`src/rtl/bcd4digit_to_bin.sv`:
```
// rtl/bcd4digit_to_bin.sv - 4-digit packed BCD to binary, sequential reverse double-dabble (optional BCD_ERR_EN digit check)
module bcd4digit_to_bin #(
    parameter int BIN_W = 14
) (
    input  logic             clk,
    input  logic             rst,
    input  logic [3:0]       A,
    input  logic [3:0]       B,
    input  logic [3:0]       C,
    input  logic [3:0]       D,
    input  logic             start,
    output logic [BIN_W-1:0] value,
    output logic             busy,
    output logic             done
`ifdef BCD_ERR_EN
   ,output logic             err
`endif
);

    // BCD field sits above the binary field; bits migrate down into the binary field one per shift
    localparam int SR_W  = BIN_W + 16;
    localparam int CNT_W = $clog2(BIN_W);

    typedef enum logic {
        S_IDLE,
        S_SHIFT
    } state_t;

    state_t           r_state;
    logic [SR_W-1:0]  r_sr;
    logic [CNT_W-1:0] r_cnt;
    logic [SR_W-1:0]  w_sr_next;

    // Shift right one place, then pull every BCD nibble that reads >= 8 back down by 3
    function automatic logic [SR_W-1:0] adj(input logic [SR_W-1:0] s);
        logic [SR_W-1:0] r;
        r = s;
        for (int n = 0; n < 4; n++) begin
            if (r[BIN_W+4*n +: 4] >= 4'd8) begin
                r[BIN_W+4*n +: 4] = r[BIN_W+4*n +: 4] - 4'd3;
            end
        end
        return r;
    endfunction

    // Next shift-register value for the current iteration
    always_comb begin
        w_sr_next = adj(r_sr >> 1);
    end

`ifdef BCD_ERR_EN
    logic w_dig_bad;
    logic r_err_pend;

    // Any digit outside 0..9 in the presented word
    always_comb begin
        w_dig_bad = (A > 4'd9) || (B > 4'd9) || (C > 4'd9) || (D > 4'd9);
    end
`endif

    // Control FSM with registered handshake and result outputs
    always_ff @(posedge clk or posedge rst) begin
        if (rst) begin
            r_state <= S_IDLE;
            r_sr    <= '0;
            r_cnt   <= '0;
            value   <= '0;
            busy    <= 1'b0;
            done    <= 1'b0;
`ifdef BCD_ERR_EN
            err        <= 1'b0;
            r_err_pend <= 1'b0;
`endif
        end else begin
            done <= 1'b0;
            case (r_state)
                S_IDLE: begin
                    if (start) begin
                        r_sr    <= {A, B, C, D, {BIN_W{1'b0}}};
                        r_cnt   <= '0;
                        busy    <= 1'b1;
                        r_state <= S_SHIFT;
`ifdef BCD_ERR_EN
                        r_err_pend <= w_dig_bad;
`endif
                    end
                end
                S_SHIFT: begin
                    r_sr  <= w_sr_next;
                    r_cnt <= r_cnt + 1'b1;
                    if (r_cnt == CNT_W'(BIN_W - 1)) begin
                        done    <= 1'b1;
                        busy    <= 1'b0;
                        r_state <= S_IDLE;
`ifdef BCD_ERR_EN
                        err   <= r_err_pend;
                        value <= r_err_pend ? '0 : w_sr_next[BIN_W-1:0];
`else
                        value <= w_sr_next[BIN_W-1:0];
`endif
                    end
                end
                default: begin
                    r_state <= S_IDLE;
                    busy    <= 1'b0;
                end
            endcase
        end
    end

endmodule

```
`config.mk`:
```
export PLATFORM = sky130hd
export DESIGN_NAME = bcd4digit_to_bin
export DESIGN_NICKNAME = d
export VERILOG_FILES = /design/src/rtl/bcd4digit_to_bin.sv
export SDC_FILE = /design/constraint.sdc
export NUM_CORES = 1
export LEC_CHECK = 0
export CORE_MARGIN = 4
export CORE_UTILIZATION = 48
export DETAILED_ROUTE_END_ITERATION = 12
export GPL_TIMING_DRIVEN = 0
export PLACE_DENSITY = 0.87
export SLEW_MARGIN = 40
export SYNTH_ARGS = -nofsm -noshare
export SYNTH_HDL_FRONTEND = slang
export SYNTH_SLANG_ARGS = --single-unit
```
`constraint.sdc`:
```
create_clock -name clk -period 1.42 [get_ports clk]
set_clock_uncertainty 0.05 [all_clocks]
set_input_delay 0.284 -clock clk [delete_from_list [all_inputs] [get_ports clk]]
set_output_delay 0.284 -clock clk [all_outputs]
set_load 0.005 [all_outputs]
```
-- After elaboration in Yosys (flattened, before gate mapping)
Cells that the tools add are included.
- add/sub/neg operators: 5
- mux-type cells: 16
- bitwise operators: 1
- eq/ne operators: 3
- reductions and logical operators: 2
- $lt $le $gt $ge: 4
- operators with widths (operator ; count):
    one-hot mux 30 bit (2 select lines) ; 1
    2-to-1 mux 30 bit ; 1
    2-to-1 mux 4 bit ; 5
    >= comparator 4 bit, second input constant ; 3
    subtractor 4 x 2 -> 4 bit, second input constant ; 3
    one-hot mux 4 bit (2 select lines) ; 1
    2-to-1 mux 1 bit ; 6
    adder 4 x 1 -> 4 bit, second input constant ; 1
    == test 4 bit, second input constant ; 1
    >= comparator 3 x 4 -> 1 bit, second input constant ; 1
    one-hot mux 1 bit (2 select lines) ; 2
    AND reduction 2 bit ; 2
    subtractor 3 x 2 -> 4 bit, second input constant ; 1
    != test 2 x 1 -> 1 bit, second input constant ; 1
    != test 2 bit, second input constant ; 1
    NOT 1 bit ; 1
- input port bits: 19
- register bits: 51
- logic and storage cells: 37

-- Longest topological paths before layout
- depth after elaboration: 3
- mapped depth: 7
- gate-level depth less buffers: 6

-- Worst setup path after synthesis
OpenSTA, ideal clock, no wires.
- path type: reg2reg
- from: register r_cnt[1]
- to: register r_state
- clock period less this slack: 1.225 ns
- stages on the path, launching flop included: 7
- setup time: 0.119 ns
- path slack: 0.195 ns
- data required time: 1.251 ns
- buffers on the path: 1
- arrival time: 1.056 ns
- path through: dfrtp_1 > inv_1 > ha_1 > nand4_2 > inv_2 > buf_6 > nor2_1
- longest elaborated chain between the ends: 3
- RTL lines (what ; RTL line ; source):
    from (decl) ; 31 ; logic [CNT_W-1:0] r_cnt;
    from (signal assigned) ; 90 ; r_cnt <= r_cnt + 1'b1;
    == test 4 bit ; 91 ; if (r_cnt == CNT_W'(BIN_W - 1)) begin
    2-to-1 mux 1 bit ; 91 ;
    one-hot mux 1 bit (2 select lines) ; 76 ; case (r_state)
    to (signal assigned) ; 82 ; r_state <= S_SHIFT;
    to (signal assigned) ; 94 ; r_state <= S_IDLE;
    to (signal assigned) ; 104 ; r_state <= S_IDLE;
    to (decl) ; 29 ; state_t r_state;
No other way between the ends.
A chain may end at the register's enable or synchronous reset.

-- Final worst setup path
- from: register r_cnt[1]
- to: register value[1]
- longest elaborated chain between the ends: 2
- RTL lines (what ; RTL line ; source):
    == test 4 bit ; 91 ;
    AND reduction 2 bit (no source line) ; - ;
    to (signal assigned) ; 99 ; value <= w_sr_next[BIN_W-1:0];
    to (decl) ; 12 ; output logic [BIN_W-1:0] value,
No other way between the ends.

==> impl_summary.log <==
[metrics] result of the run: complete, no violations
[metrics] average vias per placed instance: 4.91
[metrics] Worst EP arrival: 1.45 ns
[metrics] net count after synthesis: 264
[metrics] minimum setup slack after placement: 0.0177 ns
[metrics] register bit total from synthesis: 50
[metrics] number of pins exceeding their max-slew limit in the final report: 0
[metrics] total via count after detailed routing: 1,743
[metrics] Die X-Extent: 78.1 microns
[metrics] power density cells: 1800 mW/mm^2
[metrics] total number of clock tree sinks: 50
[metrics] Row Count: 25
[metrics] switching power: 1870 uW
[metrics] largest net degree at the start of global routing: 21
[metrics] Worst Max-Slew Pin Slew: 0.412 ns
[metrics] Top FF cell, synth: sky130_fd_sc_hd__dfrtp_1
[metrics] start of the worst register-to-register path: r_cnt[1]
[metrics] mean instance size in the synthesized netlist: 9.96 sq um
[metrics] startpoint types: flip-flop
[metrics] H-tree depth: 2
[metrics] final hold violations: 0
[metrics] worst-path maximum fanout: 10
[metrics] endpoint type of the worst setup path: flip-flop
[metrics] total global routing overflow: 0
[metrics] clk_lat worst skew: 0.30 ns
[metrics] fmax: 765 MHz
[metrics] total routed wirelength: 4660 microns
[metrics] total power draw: 5340 uW
[metrics] initial antenna violation count: 0
[metrics] Crit Path Category: reg2reg
[metrics] worst supply voltage drop on vdd: 1020 uV
[metrics] CTS root buf: sky130_fd_sc_hd__clkbuf_8
[metrics] placeable core region: 0.00475 sq mm
[metrics] GRT Overall Usage: 16.8%
[metrics] fraction of synthesis flops using an asynchronous set or reset pin: 100%
[metrics] clock group share of total power: 14.3%
[metrics] area of the die: 0.00611 sq mm
[metrics] sequential area share after synthesis: 53.0%
[metrics] Comb power frac: 38.7%
[metrics] Leak: 0.00145 uW
[metrics] launching instance or port of the critical path: r_cnt[1]
[metrics] count of flip-flops with a built-in enable after synthesis: 0
[metrics] via count of the first global-routing pass: 1,833
[metrics] number of clock buffers inserted by TritonCTS: 5
[metrics] required time at the worst-slack endpoint: 1.56 ns
[metrics] HPWL reported at the end of detailed placement: 3280 microns
[metrics] first-iteration detailed-routing DRC count: 105
[metrics] first-pass GRT wire length: 8280 microns
[metrics] count of TritonRoute iterations in the first routing pass: 4
[metrics] TritonCTS clock tree: done
[metrics] max capacitance violation total: 0
[metrics] cell-internal power: 3470 uW
[metrics] synthesized instance count: 237
[metrics] Post-Syn Area: 0.00236 sq mm
[metrics] Syn. warnings: 0
[metrics] final layout net count: 315
[metrics] relative contribution of sequential cells to total power: 46.9%
[metrics] worst-case clock buffer depth: 2
[metrics] number of antenna diodes: 0
[metrics] final-report setup violation count: 0
[metrics] worst-case headroom to the max-slew limit: 72.5%
[metrics] final routed wire length divided by cell count: 13.1 microns
[metrics] Buffers on Ports: 33
[metrics] Post-DP Area: 0.00283 sq mm
[metrics] area overhead of the layout relative to synthesis: 25.9%
[metrics] setup repair after global routing missed its margin: no
[metrics] die height: 78.1 microns
[metrics] worst-case setup margin in the final layout: 0.113 ns
[metrics] I/O pins: 35
[metrics] proportion of layout cells with a drive suffix above 1: 11.8%
[metrics] Tightest Hold Check Type: in2async
[metrics] number of remaining DRC errors: 0
[metrics] number of cells in the design after placement: 339
[metrics] CTS clk-pin slew, worst paths: 0.08 ns
[metrics] min cycle time layout: 1.31 ns
[metrics] last weighted congestion value of the routability-driven placer: 0.790
[metrics] post-route fraction of the period consumed by the critical path: 92.1%
[metrics] Switching Share: 35.0%
[metrics] filler-free cell count of the finished design: 355
[metrics] initial cell density of the core: 49.7%
[metrics] antenna-violating nets left: 0
[metrics] Design Area, Final: 0.00297 sq mm
[metrics] number of distinct library cell variants in the gate-level netlist after synthesis: 28
cells by family (layout without fill, tap and decap cells):
group / Yosys count / count (layout) / share of synthesized area [%]
mux: 13 / 13 / 5.56
xor+xnor: 6 / 6 / 2.23
flops: 50 / 50 / 53.0
simple gates: 96 / 96 / 18.8
compound gates: 42 / 42 / 10.2
fa+ha+maj: 8 / 8 / 4.24
buf+inv: 22 / 73 / 6.04
Yosys cell counts (all sizes together) (3+ instances only):
library cell / count / area (sq um)
a211oi: 6 / 45.0
xor2: 3 / 26.3
nor2: 5 / 26.3
dfrtp: 50 / 1250
buf: 12 / 105
xnor2: 3 / 26.3
ha: 8 / 100
o21ai: 21 / 105
inv: 9 / 33.8
nand2b: 12 / 75.1
a21oi: 9 / 45.0
nor2b: 12 / 75.1
mux2i: 12 / 120
nand2: 64 / 240
final timing paths:
check	slack, ns	depth (start not counted)	end
worst max-delay path	0.11	6	value[1]
worst min-delay path	0.27	2	value[13]
worst max register to register	0.11	6	value[1]
worst min register to register	0.42	2	value[7]
max in group asynchronous	0.65	3	r_cnt[3]
min in group clk	0.36	4	r_sr[23]
cell type report:
cell class                 count  area, sq um
multi-input combinational    165          978
inverter                       9         37.5
sequential                    50         1250
clock buffer                   7         76.3
buffer                        13          111
tap                           67         83.8
fill                         406         1780
timing repair buffer          44          433
cells in the final DEF (no fill, tap or decap), types with 7 or more instances in the layout:
| cell type | instances |
|---|---|
| sky130_fd_sc_hd__nor2b_1 | 12 |
| sky130_fd_sc_hd__nand2_1 | 64 |
| sky130_fd_sc_hd__dlygate4sd2_1 | 16 |
| sky130_fd_sc_hd__dfrtp_1 | 50 |
| sky130_fd_sc_hd__mux2i_1 | 12 |
| sky130_fd_sc_hd__inv_1 | 7 |
| sky130_fd_sc_hd__a21oi_1 | 9 |
| sky130_fd_sc_hd__buf_4 | 13 |
| sky130_fd_sc_hd__nand2b_1 | 12 |
| sky130_fd_sc_hd__ha_1 | 7 |
| sky130_fd_sc_hd__o21ai_1 | 20 |
| sky130_fd_sc_hd__clkdlybuf4s50_1 | 17 |
power groups by stage:
stage	Combinational, uW	Sequential [uW]	Clock (uW)
3_3_place_gp	1930	2510	0
2_1_floorplan	1320	2430	0
4_1_cts	2060	2490	793
6_report	2070	2510	765
5_1_grt	2370	2590	858
3_5_place_dp	2050	2530	0
routing by layer:
| layer | share of wire (%) | up-vias | GRT usage, % |
|---|---|---|---|
| met5 | 0 | - | 0 |
| met4 | 0.86 | 0 | 4.02 |
| met3 | 5.2 | 6 | 4.13 |
| met2 | 47 | 34 | 27.7 |
| met1 | 47 | 835 | 22.3 |
| li1 | - | 868 | - |
critical path: stages (launching register included):
cell and delay [ns]:
sky130_fd_sc_hd__dfrtp_1 0.39, sky130_fd_sc_hd__inv_1 0.09, sky130_fd_sc_hd__ha_2 0.20, sky130_fd_sc_hd__nand4_4 0.14
sky130_fd_sc_hd__buf_4 0.21, sky130_fd_sc_hd__nand2_1 0.07, sky130_fd_sc_hd__nand2_1 0.05
metrics by stage:
stage	setup TNS, ns	hold WS [ns]	utilization [%]
floorplan	0	0.276	-
global placement	-6.84	0.408	58.4
detailed placement	0	0.412	59.6
CTS	0	0.268	62.1
global route	0	0.286	62.5
finish	0	0.267	62.5
flip-flops by register name (all words and copies together) (netlist names):
name / flops
value: 14
busy: 1
r_state: 1
done: 1
r_sr: 29
r_cnt: 4
timing repair:
item                                    4_1_cts  5_1_grt
hold buffers                                  0        0
gates cloned                                  0        0
buffers inserted                              8        1
gates resized for setup                      16        4
endpoints found under the setup margin       23       16
hold endpoints to repair                      0        0
Power figures use the tool's default switching activity.
